===== config.mk =====
export PLATFORM = sky130hd
export DESIGN_NAME = usb_rx_txn_ctrl
export DESIGN_NICKNAME = d
export VERILOG_FILES = /design/src/rtl/usb_rx_txn_ctrl.sv
export SDC_FILE = /design/constraint.sdc
export NUM_CORES = 1
export LEC_CHECK = 0
export BUFFER_PORTS_ARGS = -buffer_cell sky130_fd_sc_hd__buf_2
export CORE_MARGIN = 5
export CORE_UTILIZATION = 53
export DETAILED_ROUTE_END_ITERATION = 16
export PLACE_DENSITY = 0.79
export SYNTH_ARGS = -nofsm -noshare
export SYNTH_HDL_FRONTEND = slang
export SYNTH_SLANG_ARGS = --single-unit

===== constraint.sdc =====
create_clock -name clk -period 3.7 [get_ports clk]
set_input_delay 0.74 -clock clk [delete_from_list [all_inputs] [get_ports clk]]
set_output_delay 0.74 -clock clk [all_outputs]
set_load 0.01 [all_outputs]

===== src/rtl/usb_rx_txn_ctrl.sv =====
// OUT-transaction sequencer for the USB RX path: data toggle tracking, RX buffer
// write/commit/rollback, and ACK/NAK handshake requests toward the TX path.
module usb_rx_txn_ctrl #(
  parameter int unsigned MAX_PKT        = 64,
  parameter int unsigned TIMEOUT_CYCLES = 144,
  localparam int unsigned CW            = $clog2(MAX_PKT + 1)
) (
  input  logic          clk,
  input  logic          rst,
  input  logic [2:0]    rx_packet,
  input  logic          rx_packet_strobe,
  input  logic [7:0]    rx_packet_data,
  input  logic          store_rx_packet_data,
  input  logic [CW-1:0] buf_space,
  output logic          buf_wr_en,
  output logic [7:0]    buf_wr_data,
  output logic          buf_commit,
  output logic [CW-1:0] buf_commit_len,
  output logic          buf_rollback,
  output logic          tx_req,
  output logic          tx_hs,
  input  logic          tx_ack,
  input  logic          clear_toggle,
  output logic          exp_toggle,
  output logic          rx_busy,
  output logic          rx_data_ready,
  output logic          rx_error
);

  localparam int unsigned TW = $clog2(TIMEOUT_CYCLES + 1);

  localparam logic [2:0] PidOut   = 3'd1;
  localparam logic [2:0] PidData0 = 3'd3;
  localparam logic [2:0] PidData1 = 3'd4;
  localparam logic [2:0] EvEopOk  = 3'd7;

  localparam logic [2:0] StIdle     = 3'd0;
  localparam logic [2:0] StWaitData = 3'd1;
  localparam logic [2:0] StRxData   = 3'd2;
  localparam logic [2:0] StDiscard  = 3'd3;
  localparam logic [2:0] StSendHs   = 3'd4;

  logic [2:0]    state_q, state_d;
  logic          tog_q, tog_d;
  logic [CW-1:0] cnt_q, cnt_d;
  logic          ovf_q, ovf_d;
  logic [TW-1:0] timer_q, timer_d;
  logic          wr_en_d, commit_d, rollback_d, req_d, hs_d, rdy_d, err_d;
  logic [7:0]    wr_data_d;
  logic [CW-1:0] len_d;

  logic          is_data, pid_bit, timed_out, accept, flip, ovf_n;
  logic [CW-1:0] cnt_n;

  assign is_data   = rx_packet_strobe && (rx_packet == PidData0 || rx_packet == PidData1);
  assign pid_bit   = (rx_packet == PidData1);
  assign timed_out = (timer_q >= TW'(TIMEOUT_CYCLES - 1));
  assign accept    = store_rx_packet_data && (cnt_q < buf_space) && (cnt_q < CW'(MAX_PKT));
  // A byte arriving with the EOP strobe is folded in before the EOP is judged.
  assign cnt_n     = cnt_q + {{(CW - 1){1'b0}}, accept};
  assign ovf_n     = ovf_q | (store_rx_packet_data & ~accept);

  always_comb begin
    state_d    = state_q;
    cnt_d      = cnt_q;
    ovf_d      = ovf_q;
    timer_d    = timer_q;
    wr_en_d    = 1'b0;
    wr_data_d  = 8'h00;
    commit_d   = 1'b0;
    len_d      = '0;
    rollback_d = 1'b0;
    req_d      = tx_req;
    hs_d       = tx_hs;
    rdy_d      = 1'b0;
    err_d      = 1'b0;
    flip       = 1'b0;
    case (state_q)
      StIdle: begin
        if (rx_packet_strobe && rx_packet == PidOut) begin
          state_d = StWaitData;
          cnt_d   = '0;
          ovf_d   = 1'b0;
          timer_d = '0;
        end
      end
      StWaitData: begin
        if (rx_packet_strobe) begin
          timer_d = '0;
          if (is_data) begin
            state_d = (pid_bit == tog_q) ? StRxData : StDiscard;
          end else begin
            state_d = StIdle;
            err_d   = 1'b1;
          end
        end else if (timed_out) begin
          state_d = StIdle;
          err_d   = 1'b1;
        end else begin
          timer_d = timer_q + 1'b1;
        end
      end
      StRxData: begin
        cnt_d = cnt_n;
        ovf_d = ovf_n;
        if (accept) begin
          wr_en_d   = 1'b1;
          wr_data_d = rx_packet_data;
        end
        if (rx_packet_strobe) begin
          timer_d = '0;
          if (rx_packet == EvEopOk) begin
            state_d = StSendHs;
            req_d   = 1'b1;
            if (!ovf_n) begin
              commit_d = 1'b1;
              len_d    = cnt_n;
              rdy_d    = 1'b1;
              flip     = 1'b1;
              hs_d     = 1'b0;
            end else begin
              rollback_d = 1'b1;
              hs_d       = 1'b1;
            end
          end else begin
            state_d    = StIdle;
            rollback_d = 1'b1;
            err_d      = 1'b1;
          end
        end else if (accept) begin
          timer_d = '0;
        end else if (timed_out) begin
          state_d    = StIdle;
          rollback_d = 1'b1;
          err_d      = 1'b1;
        end else begin
          timer_d = timer_q + 1'b1;
        end
      end
      StDiscard: begin
        if (rx_packet_strobe) begin
          timer_d = '0;
          if (rx_packet == EvEopOk) begin
            state_d = StSendHs;
            req_d   = 1'b1;
            hs_d    = 1'b0;
          end else begin
            state_d = StIdle;
            err_d   = 1'b1;
          end
        end else if (timed_out) begin
          state_d = StIdle;
          err_d   = 1'b1;
        end else begin
          timer_d = timer_q + 1'b1;
        end
      end
      StSendHs: begin
        if (tx_ack) begin
          state_d = StIdle;
          req_d   = 1'b0;
          hs_d    = 1'b0;
        end
      end
      default: state_d = StIdle;
    endcase
    // Clearing the toggle overrides a flip from a commit in the same cycle.
    tog_d = clear_toggle ? 1'b0 : (tog_q ^ flip);
  end

  always_ff @(posedge clk) begin
    if (rst) begin
      state_q        <= StIdle;
      tog_q          <= 1'b0;
      cnt_q          <= '0;
      ovf_q          <= 1'b0;
      timer_q        <= '0;
      buf_wr_en      <= 1'b0;
      buf_wr_data    <= 8'h00;
      buf_commit     <= 1'b0;
      buf_commit_len <= '0;
      buf_rollback   <= 1'b0;
      tx_req         <= 1'b0;
      tx_hs          <= 1'b0;
      rx_data_ready  <= 1'b0;
      rx_error       <= 1'b0;
    end else begin
      state_q        <= state_d;
      tog_q          <= tog_d;
      cnt_q          <= cnt_d;
      ovf_q          <= ovf_d;
      timer_q        <= timer_d;
      buf_wr_en      <= wr_en_d;
      buf_wr_data    <= wr_data_d;
      buf_commit     <= commit_d;
      buf_commit_len <= len_d;
      buf_rollback   <= rollback_d;
      tx_req         <= req_d;
      tx_hs          <= hs_d;
      rx_data_ready  <= rdy_d;
      rx_error       <= err_d;
    end
  end

  assign exp_toggle = tog_q;
  assign rx_busy    = (state_q != StIdle);

endmodule


==> results.txt, run 1 <==
----------------------------------------------------
[Outcome]
  Outcome ... complete, no violations

[Clock network]
  Hold buffer count at CTS ... 0
  Maximum buffer depth of the clock tree ... 2
  Number of setup buffers added after CTS ... 0
  CTS Root Buffer Type ... sky130_fd_sc_hd__clkbuf_8
  CTS tree ... built
  Clock latency on the worst-skew pair ... 290 ps
  Sink Count ... 41
  Clk pin slew, worst setup/hold paths ... around 70 ps
  Gates resized, CTS repair ... 0
  H-tree depth ... 2
  TritonCTS buffer count ... 5

[GRT]
  First-pass GRT wire length ... 7.19 mm
  Via count of the first global-routing pass ... about 1600
  Initial antenna violation count ... 0
  Overflow left after global routing ... 0
  Largest net degree at the start of global routing ... 18
  Total Routing Usage GR ... 0.174

[Floorplan]
  Die Outline Area ... roughly 5100 µm²
  # rows ... 22
  Die Y ... 71.3 µm
  I/O pin cnt ... 48
  Starting density of the core ... 0.544
  Die width ... about 71 µm
  Core footprint ... ~3700 µm²

[Placed design]
  Number of I/O port buffers ... 47
  Post-DP HPWL ... roughly 3.2 mm
  Placed Area ... about 2300 µm²
  Final estimated routing congestion in global placement ... between 0.8 and 0.9
  Pre-CTS worst setup slack ... ~560 ps

[Timing]
  Final critical-path setup slack ... 871 ps
  Setup-violating endpoint count in the final report ... 0
  Max Fclk ... 0.353 GHz
  Max Transition Viols Final ... 0
  Fraction of the cycle the final worst path needs ... 0.765
  Slew HR ... 0.582
  Setup clock skew after layout ... roughly 3.5 ps
  Pin slew with the least headroom to its limit ... between 600 and 700 ps
  Fin crit period ... 2830 ps
  Total negative slack for setup checks ... 0 ps
  Endpoints failing hold ... 0
  RSZ-0062 raised after global routing ... false

[Synthesis]
  Share of synthesized area occupied by flip-flops and latches ... 0.412
  Synth warnings ... 0
  Count of different cell masters after synthesis ... 50
  Synth top area share ... 0.412
  Cells taking the most area after synthesis ... sky130_fd_sc_hd__dfxtp_1, sky130_fd_sc_hd__ha_1, sky130_fd_sc_hd__and2_1
  Number of enable-type register cells in the synthesized netlist ... 0
  Async S/R FF share, synth ... 0
  Ys flop type ... sky130_fd_sc_hd__dfxtp_1
  Library cell occupying the most area in the post-synthesis netlist ... sky130_fd_sc_hd__dfxtp_1
  Cell area after technology mapping ... 1990 µm²
  Synthesized flop and latch total ... 41
  Post-Synthesis Net Count ... between 200 and 300
  Post-synthesis average cell area ... about 9 µm²
  Post-synthesis instance total ... ~220

[Min path]
  Hold crit path type ... flop to flop

[Layout]
  Commonest non-fill, non-tap cells in the layout ... sky130_fd_sc_hd__buf_2, sky130_fd_sc_hd__dfxtp_1, sky130_fd_sc_hd__nor2_1
  Leading cell type in the layout, fill and taps excluded ... sky130_fd_sc_hd__buf_2
  Layout overhead on the synthesized area ... 19.4%
  Final instance area ... approximately 2400 µm²
  Number of nets at the end of the flow ... approximately 300
  Fraction of final layout cells sized beyond drive strength 1 ... 0.243
  Number of inserted diodes ... 0

[Worst setup path]
  Endpoint kind of the worst setup timing path ... flop
  Data required time at the worst endpoint ... 3920 ps
  Maximum fanout along the worst path ... 9
  CP startpoint kind ... input pin
  Data arrival time of the critical path ... around 3100 ps
  CP Class ... input pin to flop

[Route]
  Drt first pass iters ... 4
  Wire length after detailed routing ... 4.19 mm
  Via-to-Cell Ratio ... ~5.5
  Remaining antenna violation count after routing ... 0
  DRT iter0 DRCs ... 130
  Count of vias placed by the detailed router ... around 1700
  Drt wl/cell ... between 10 and 15 µm
  DRC violation count after routing ... 0

[Pwr]
  Worst IR drop on VDD ... ~0.18 mV
  LEAKAGE ... approximately 0.0011 µW
  Pwr Density ... about 360 nW/µm²

[Job]
  Count of maximum capacitance violations ... 0

----------------------------------------------------
-- metrics by stage --
stage                     hold WS, ps  utilization  cells  power (µW)
after floorplan                   482            -    218         484
after global placement            468        0.617    307         504
after detailed placement          475        0.617    307         505
after CTS                         489        0.649    315         870
after global routing              515        0.649    315         897
final                             485        0.649    315         860
-- Yosys cell counts, types with 2 or more instances --
library cell / number
sky130_fd_sc_hd__a21oi_1: 9
sky130_fd_sc_hd__and3_1: 6
sky130_fd_sc_hd__or3_1: 2
sky130_fd_sc_hd__and2_1: 16
sky130_fd_sc_hd__dfxtp_1: 41
sky130_fd_sc_hd__buf_2: 2
sky130_fd_sc_hd__clkbuf_1: 2
sky130_fd_sc_hd__inv_1: 11
sky130_fd_sc_hd__nand4_1: 2
sky130_fd_sc_hd__a22oi_1: 3
sky130_fd_sc_hd__nand3b_1: 2
sky130_fd_sc_hd__nand2_1: 17
sky130_fd_sc_hd__a211oi_2: 2
sky130_fd_sc_hd__xnor2_1: 3
sky130_fd_sc_hd__xor2_1: 9
sky130_fd_sc_hd__nor3b_1: 4
sky130_fd_sc_hd__nand3_1: 8
sky130_fd_sc_hd__a211oi_1: 10
sky130_fd_sc_hd__o21ai_0: 7
sky130_fd_sc_hd__nor2_1: 21
sky130_fd_sc_hd__a221oi_1: 2
sky130_fd_sc_hd__nor3_1: 3
sky130_fd_sc_hd__ha_1: 9
-- cells by family after synthesis --
| logic type | synth area share |
|---|---|
| AND/OR/NAND/NOR | 0.242 |
| AO/OA/AOI/OAI | 0.194 |
| flip-flops | 0.412 |
| buffers and inverters | 0.0377 |
| XOR/XNOR | 0.0528 |
| adder cells (fa/ha/maj) | 0.0566 |
| multiplexers | 0.00503 |
-- metal layers --
layer / share of wire / GRT usage
met5: 0 / 0
met3: 0.050 / 0.0337
met4: 0.022 / 0.0626
met1: 0.45 / 0.236
met2: 0.48 / 0.276
-- worst max-delay path, stage by stage --
cell and delay [ps]:
sky130_fd_sc_hd__buf_2 80, sky130_fd_sc_hd__inv_1 40, sky130_fd_sc_hd__ha_1 300, sky130_fd_sc_hd__nand4_1 150, sky130_fd_sc_hd__o311ai_4 510, sky130_fd_sc_hd__nor2_1 80, sky130_fd_sc_hd__ha_1 210, sky130_fd_sc_hd__ha_1 220
sky130_fd_sc_hd__and3_1 230, sky130_fd_sc_hd__nand3_1 140, sky130_fd_sc_hd__and2_1 140, sky130_fd_sc_hd__o21ai_0 70, sky130_fd_sc_hd__a21oi_1 140
-- worst paths after layout --
check | cells after the start | startpoint | slack [ps] | end
setup / recovery | 13 | buf_space[5] | 870 | cnt_q[6]
hold / removal | 2 | tx_req | 490 | tx_req
setup reg to reg | 12 | cnt_q[4] | 1030 | cnt_q[6]
hold reg to reg | 2 | tx_req | 490 | tx_req
-- where the power goes --
part           switching [µW]  total [µW]  leakage [µW]  internal, µW
logic                    29.1        49.7      0.000710          20.6
clock network             145         365     0.0000585           220
registers                2.75         446      0.000330           443
total                     177         860       0.00110           683
-- registers in the layout, summed over array words and instances (netlist names) --
register,cells
rx_error,1
buf_wr_data,8
buf_commit_len,7
buf_rollback,1
tx_req,1
exp_toggle,1
state_q,3
cnt_q,7
tx_hs,1
ovf_q,1
buf_wr_en,1
timer_q,8
rx_data_ready,1
-- final cells by class --
class | instances | area [µm²]
fillers | 337 | 1280
multi-input cells | 159 | 1090
flip-flops and latches | 41 | 821
repair buffers | 48 | 243
clock buffers | 7 | 86.3
well taps | 48 | 60.1
inverters | 11 | 41.3
clock inverters | 1 | 30.0
Power figures use the tool's default switching activity.
==> run 2, diff against run 1 <==
- CORE_UTILIZATION: 53 -> 48
- PLACE_DENSITY: 0.79 -> 0.76
- clock period: 3.7 -> 2.3 ns (I/O delays scaled with it)
==> results.txt, run 2 (synthesis results as in run 1) <==
----------------------------------------------------
[Worst setup path]
  Endpoint kind of the worst setup timing path ... flop
  Cell with the most instances on the worst path ... sky130_fd_sc_hd__ha_4
  Maximum fanout along the worst path ... 3
  Buffers plus inverters on the worst setup path ... 2
  Kind of cell adding the most delay to the critical path ... simple AND/OR/NAND/NOR gates
  Data arrival time of the critical path ... between 2000 and 3000 ps
  Chain of cells forming the critical path ... buf_2, inv_8, ha_4, a211o_1, o211ai_2, o311ai_4, nor2_1, ha_2, ha_4, and3_4, nand3_2, or3_4, a21oi_2
  Biggest cell delay along the critical path ... 340 ps
  Critical-path top delay cell ... sky130_fd_sc_hd__or3_4
  CP startpoint kind ... input pin
  CP Class ... input pin to flop
  Data required time at the worst endpoint ... about 2500 ps

[GRT]
  Largest net degree at the start of global routing ... 18
  First-pass GRT wire length ... slightly below 8 mm
  Via count of the first global-routing pass ... approximately 1800
  Overflow left after global routing ... 0
  Total Routing Usage GR ... 0.182
  Initial antenna violation count ... 0

[Layout]
  Top flop regs ... buf_wr_data: 8 flops, timer_q: 8 flops
  Number of inserted diodes ... 0
  Final core utilization ... 0.655
  Number of nets at the end of the flow ... roughly 320
  Fraction of final layout cells sized beyond drive strength 1 ... 0.346
  Layout overhead on the synthesized area ... 31.7%
  Commonest non-fill, non-tap cells in the layout ... sky130_fd_sc_hd__buf_2, sky130_fd_sc_hd__dfxtp_1, sky130_fd_sc_hd__nor2_1
  Leading cell type in the layout, fill and taps excluded ... sky130_fd_sc_hd__buf_2

[Timing]
  Pin slew with the least headroom to its limit ... 628 ps
  Setup-violating endpoint count in the final report ... 1
  Slew HR ... 0.577
  Final critical-path setup slack ... -30.7 ps
  Endpoints failing hold ... 0
  Fraction of the cycle the final worst path needs ... 1.01
  Max Transition Viols Final ... 0
  Setup clock skew after layout ... around 5 ps
  RSZ-0062 raised after global routing ... true
  Max Fclk ... ~0.43 GHz
  Fin crit period ... between 2000 and 2500 ps

[Pwr]
  Worst IR drop on VDD ... between 0.3 and 0.4 mV
  Pwr Density ... ~540 nW/µm²
  LEAKAGE ... about 0.0012 µW
  Internal Pwr Total ... approximately 1100 µW
  Portion of total power attributed to the clock network ... 0.429
  Net switching power of the design ... between 300 and 400 µW
  Net switching share of the total power ... 0.219
  Part of the power in combinational logic ... 0.063
  Portion of total power attributed to sequential cells ... 0.508

[Floorplan]
  Die width ... about 74 µm
  I/O pin cnt ... 48
  Die Outline Area ... between 5000 and 6000 µm²
  Core footprint ... 4000 µm²
  Die Y ... approximately 74 µm
  # rows ... 23
  Starting density of the core ... 0.498

[Placed design]
  Pre-CTS worst setup slack ... -374 ps
  Number of I/O port buffers ... 47
  Post-DP HPWL ... ~3.4 mm
  Final estimated routing congestion in global placement ... around 0.9

[Clock network]
  TritonCTS buffer count ... 5
  CTS tree ... built
  Maximum buffer depth of the clock tree ... 2
  Hold buffer count at CTS ... 0
  CTS Root Buffer Type ... sky130_fd_sc_hd__clkbuf_8
  Clock latency on the worst-skew pair ... a little under 300 ps
  H-tree depth ... 2
  Sink Count ... 41
  Clk pin slew, worst setup/hold paths ... 80 ps

[Min path]
  Hold crit path type ... input pin to flop

[Route]
  DRC violation count after routing ... 0
  Drt wl/cell ... roughly 14 µm
  Drt first pass iters ... 5
  Remaining antenna violation count after routing ... 0
  Wire length after detailed routing ... 4.78 mm
  Count of vias placed by the detailed router ... roughly 1800
  Via-to-Cell Ratio ... between 5 and 6
  DRT iter0 DRCs ... between 100 and 150

[Outcome]
  Outcome ... finished with violations
  Violated checks ... negative setup slack

[Job]
  Count of maximum capacitance violations ... 0

----------------------------------------------------
[run 2: cell types whose count changed in the layout (fill, tap and decap cells not counted), moves of 2 or more]
cell / before / now
sky130_fd_sc_hd__and3_1: 6 / 4
sky130_fd_sc_hd__and3_4: 0 / 2
sky130_fd_sc_hd__buf_4: 1 / 20
sky130_fd_sc_hd__ha_1: 9 / 4
sky130_fd_sc_hd__ha_4: 0 / 4
sky130_fd_sc_hd__inv_1: 11 / 9
[run 2: final cells by class]
| cell class | count | area (µm²) |
|---|---|---|
| inverter | 11 | 48.8 |
| sequential | 41 | 822 |
| clock buffer | 6 | 82.6 |
| clock inverter | 2 | 37.5 |
| timing repair buffer | 67 | 385 |
| tap | 50 | 62.6 |
| multi-input combinational | 159 | 1180 |
| fill | 318 | 1380 |
[run 2: power groups by stage]
stage | logic [µW] | registers, µW | clock network, µW
final | 89.4 | 717 | 605
after global routing | 101 | 718 | 651
after CTS | 86.4 | 716 | 612
after detailed placement | 84.0 | 733 | 0
after global placement | 82.0 | 733 | 0
after floorplan | 49.4 | 731 | 0
[run 2: routing by layer]
metal / global-route usage / vias to the layer above / wire, µm
met2: 0.304 / 61 / 2390
met4: 0.0731 / 0 / 106
met3: 0.0608 / 10 / 274
met1: 0.213 / 852 / 2010
met5: 0 / - / 0
li1: - / 912 / -
[run 2: path summary, 6_finish.rpt]
path | endpoint | cells after the start | from | slack [ps]
worst max-delay path | cnt_q[6] | 13 | buf_space[4] | -30
worst min register to register | tx_req | 2 | tx_req | 490
worst max register to register | cnt_q[6] | 11 | cnt_q[4] | -30
worst min-delay path | buf_wr_data[4] | 2 | rx_packet_data[4] | 360
[run 2: worst register-to-register path, cell delays in order, from the launching register on]
cell and delay (ps):
sky130_fd_sc_hd__dfxtp_2 360, sky130_fd_sc_hd__ha_4 200, sky130_fd_sc_hd__a211o_1 270, sky130_fd_sc_hd__o211ai_2 90, sky130_fd_sc_hd__o311ai_4 130, sky130_fd_sc_hd__nor2_1 140
sky130_fd_sc_hd__ha_2 220, sky130_fd_sc_hd__ha_4 130, sky130_fd_sc_hd__and3_4 170, sky130_fd_sc_hd__nand3_2 80, sky130_fd_sc_hd__or3_4 340, sky130_fd_sc_hd__a21oi_2 150
[run 2: what timing repair did]
item | in CTS | in global routing
endpoints found under the setup margin | 3 | 6
pin swaps | 8 | 3
setup buffers | 1 | 1
resized for setup | 1 | 6
[run 2: stage by stage]
step	setup TNS [ps]	area [µm²]	total power [µW]	hold WS, ps	cells
final	-30.7	2620	1410	359	336
after global routing	-427	2620	1470	352	336
after CTS	0	2570	1410	352	335
after detailed placement	-1720	2440	817	477	326
after global placement	-1120	2440	815	467	326
after floorplan	-454	2040	781	482	218
==> run 3, diff against run 2 <==
- CORE_UTILIZATION: 48 -> 50
- CTS_BUF_LIST: unset -> sky130_fd_sc_hd__clkbuf_2
- PLACE_DENSITY: 0.76 -> 0.78
==> results.txt, run 3 (synthesis results as in run 1) <==
----------------------------------------------------
[Layout]
  Leading cell type in the layout, fill and taps excluded ... sky130_fd_sc_hd__buf_2
  Final core utilization ... 0.653
  Number of nets at the end of the flow ... about 320
  Number of inserted filler cells in the final layout ... just over 300
  Commonest non-fill, non-tap cells in the layout ... sky130_fd_sc_hd__buf_2, sky130_fd_sc_hd__dfxtp_1, sky130_fd_sc_hd__nor2_1
  Layout overhead on the synthesized area ... 29.4%
  Fraction of final layout cells sized beyond drive strength 1 ... 0.346
  Top flop regs ... buf_wr_data: 8 flops, timer_q: 8 flops
  Number of inserted diodes ... 0

[Timing]
  Slew HR ... 0.606
  Setup-violating endpoint count in the final report ... 0
  Tightest hold margin ... between 200 and 250 ps
  Fraction of the cycle the final worst path needs ... 0.999
  Endpoints failing hold ... 0
  Max Transition Viols Final ... 0
  Max Fclk ... 0.435 GHz
  Setup clock skew after layout ... 7.34 ps
  Pin slew with the least headroom to its limit ... roughly 580 ps
  Fin crit period ... 2300 ps
  RSZ-0062 raised after global routing ... true

[Floorplan]
  # rows ... 23
  Core footprint ... 3940 µm²
  Die Outline Area ... approximately 5300 µm²
  Die width ... approximately 73 µm
  Starting density of the core ... 0.505
  I/O pin cnt ... 48
  Die Y ... 73.1 µm

[Outcome]
  Outcome ... complete, no violations

[Worst setup path]
  R2r endpoint ... cnt_q[6]
  Endpoint kind of the worst setup timing path ... flop
  Data required time at the worst endpoint ... 2660 ps
  Reg-to-reg startpoint ... cnt_q[4]
  CP Class ... flop to flop
  Critical-path top delay cell ... sky130_fd_sc_hd__dfxtp_2
  Maximum fanout along the worst path ... 3
  Kind of cell adding the most delay to the critical path ... simple AND/OR/NAND/NOR gates
  Cell with the most instances on the worst path ... sky130_fd_sc_hd__ha_4
  FF-to-FF setup slack ... 2 ps
  Chain of cells forming the critical path ... ha_4, a211o_1, o211ai_2, o311ai_4, nor2_1, ha_2, ha_4, and3_4, nand3_2, or3_1, a21oi_2
  Worst setup path end ... cnt_q[6]
  Crit. Startpoint ... cnt_q[4]
  Stages on the worst setup path ... 11
  CP startpoint kind ... flop
  Buffers plus inverters on the worst setup path ... 0
  Number of cell instances on the worst register-to-register path ... 11
  Data arrival time of the critical path ... roughly 2700 ps
  Biggest cell delay along the critical path ... 380 ps

[Min path]
  Hold crit path type ... input pin to flop

[GRT]
  Via count of the first global-routing pass ... around 1700
  Overflow left after global routing ... 0
  Largest net degree at the start of global routing ... 18
  Initial antenna violation count ... 0
  Total Routing Usage GR ... 0.179
  First-pass GRT wire length ... about 7.4 mm

[Placed design]
  Number of I/O port buffers ... 47
  Post-DP HPWL ... 3.32 mm
  Final estimated routing congestion in global placement ... 0.861

[Pwr]
  PnR Total Power ... 1350 µW
  Worst IR drop on VDD ... a little over 0.3 mV
  LEAKAGE ... between 0.001 and 0.0015 µW
  Pwr Density ... roughly 520 nW/µm²

[Clock network]
  Sink Count ... 41
  TritonCTS buffer count ... 5
  Clk pin slew, worst setup/hold paths ... roughly 210 ps
  Maximum buffer depth of the clock tree ... 2
  CTS tree ... built
  Clock latency on the worst-skew pair ... ~410 ps
  CTS Root Buffer Type ... sky130_fd_sc_hd__clkbuf_2
  H-tree depth ... 2

[Route]
  Drt first pass iters ... 4
  Count of vias placed by the detailed router ... ~1800
  DRT iter0 DRCs ... 74
  Via-to-Cell Ratio ... approximately 5.3
  DRC violation count after routing ... 0
  Drt wl/cell ... between 10 and 15 µm
  Remaining antenna violation count after routing ... 0
  Wire length after detailed routing ... about 4.4 mm

[Job]
  Count of maximum capacitance violations ... 0

----------------------------------------------------
[run 3: changes by cell type in the layout (fill, tap and decap cells not counted), moves of 2 or more]
| cell | previous run | this run |
|---|---|---|
| sky130_fd_sc_hd__buf_4 | 20 | 16 |
| sky130_fd_sc_hd__clkbuf_2 | 0 | 5 |
| sky130_fd_sc_hd__clkbuf_8 | 6 | 0 |
| sky130_fd_sc_hd__dfxtp_1 | 40 | 37 |
| sky130_fd_sc_hd__dfxtp_2 | 1 | 4 |
| sky130_fd_sc_hd__o21ai_1 | 1 | 3 |
[run 3: worst min path at each step]
stage | start | endpoint | slack [ps] | cells past startpoint
floorplan | ovf_q | rx_data_ready | 480 | 1
global placement | tx_req | tx_req | 470 | 2
detailed placement | tx_req | tx_req | 480 | 2
CTS | rx_packet_data[3] | buf_wr_data[3] | 190 | 2
global route | rx_packet_data[0] | buf_wr_data[0] | 180 | 2
finish | rx_packet_data[3] | buf_wr_data[3] | 220 | 2
[run 3: through the flow]
stage / setup WS, ps / cell area [µm²] / cells / TNS (ps)
floorplan: -205 / 2040 / 218 / -454
finish: 1.96 / 2580 / 333 / 0
detailed placement: -324 / 2420 / 324 / -1460
CTS: 7.34 / 2520 / 333 / 0
global route: -96.8 / 2580 / 333 / -371
global placement: -274 / 2420 / 324 / -1120
[run 3: cell type report]
class                   instances  area (µm²)  share of cell area
clock buffers                   5        25.0             0.00971
clock inverters                 3        68.8              0.0267
inverters                      11        48.8              0.0189
multi-input cells             159        1180               0.458
flip-flops and latches         41         826               0.321
well taps                      50        62.6              0.0243
repair buffers                 64         367               0.142
[run 3: what timing repair did]
action / in CTS / in global routing
gates resized for setup: 0 / 10
setup buffers: 1 / 0
endpoints found under the setup margin: 2 / 6
hold buffers: 0 / 0
pin swaps: 4 / 10
[run 3: power breakdown]
part	switching [µW]	internal (µW)
Sequential	4.52	715
Clock	248	297
Combinational	50.5	36.3
Total	303	1050
[run 3: metal layers]
metal  vias to the layer above  wire (µm)  GRT usage
met5                         -          0          0
met4                         0         97     0.0902
met3                        10        227     0.0551
met2                        40       2130      0.290
met1                       809       1930      0.214
li1                        910          -          -
[run 3: worst register-to-register path, stage by stage (launching register included)]
cell,delay [ps]
sky130_fd_sc_hd__dfxtp_2,380
sky130_fd_sc_hd__ha_4,230
sky130_fd_sc_hd__a211o_1,260
sky130_fd_sc_hd__o211ai_2,90
sky130_fd_sc_hd__o311ai_4,120
sky130_fd_sc_hd__nor2_1,130
sky130_fd_sc_hd__ha_2,210
sky130_fd_sc_hd__ha_4,130
sky130_fd_sc_hd__and3_4,190
sky130_fd_sc_hd__nand3_2,90
sky130_fd_sc_hd__or3_1,320
sky130_fd_sc_hd__a21oi_2,110
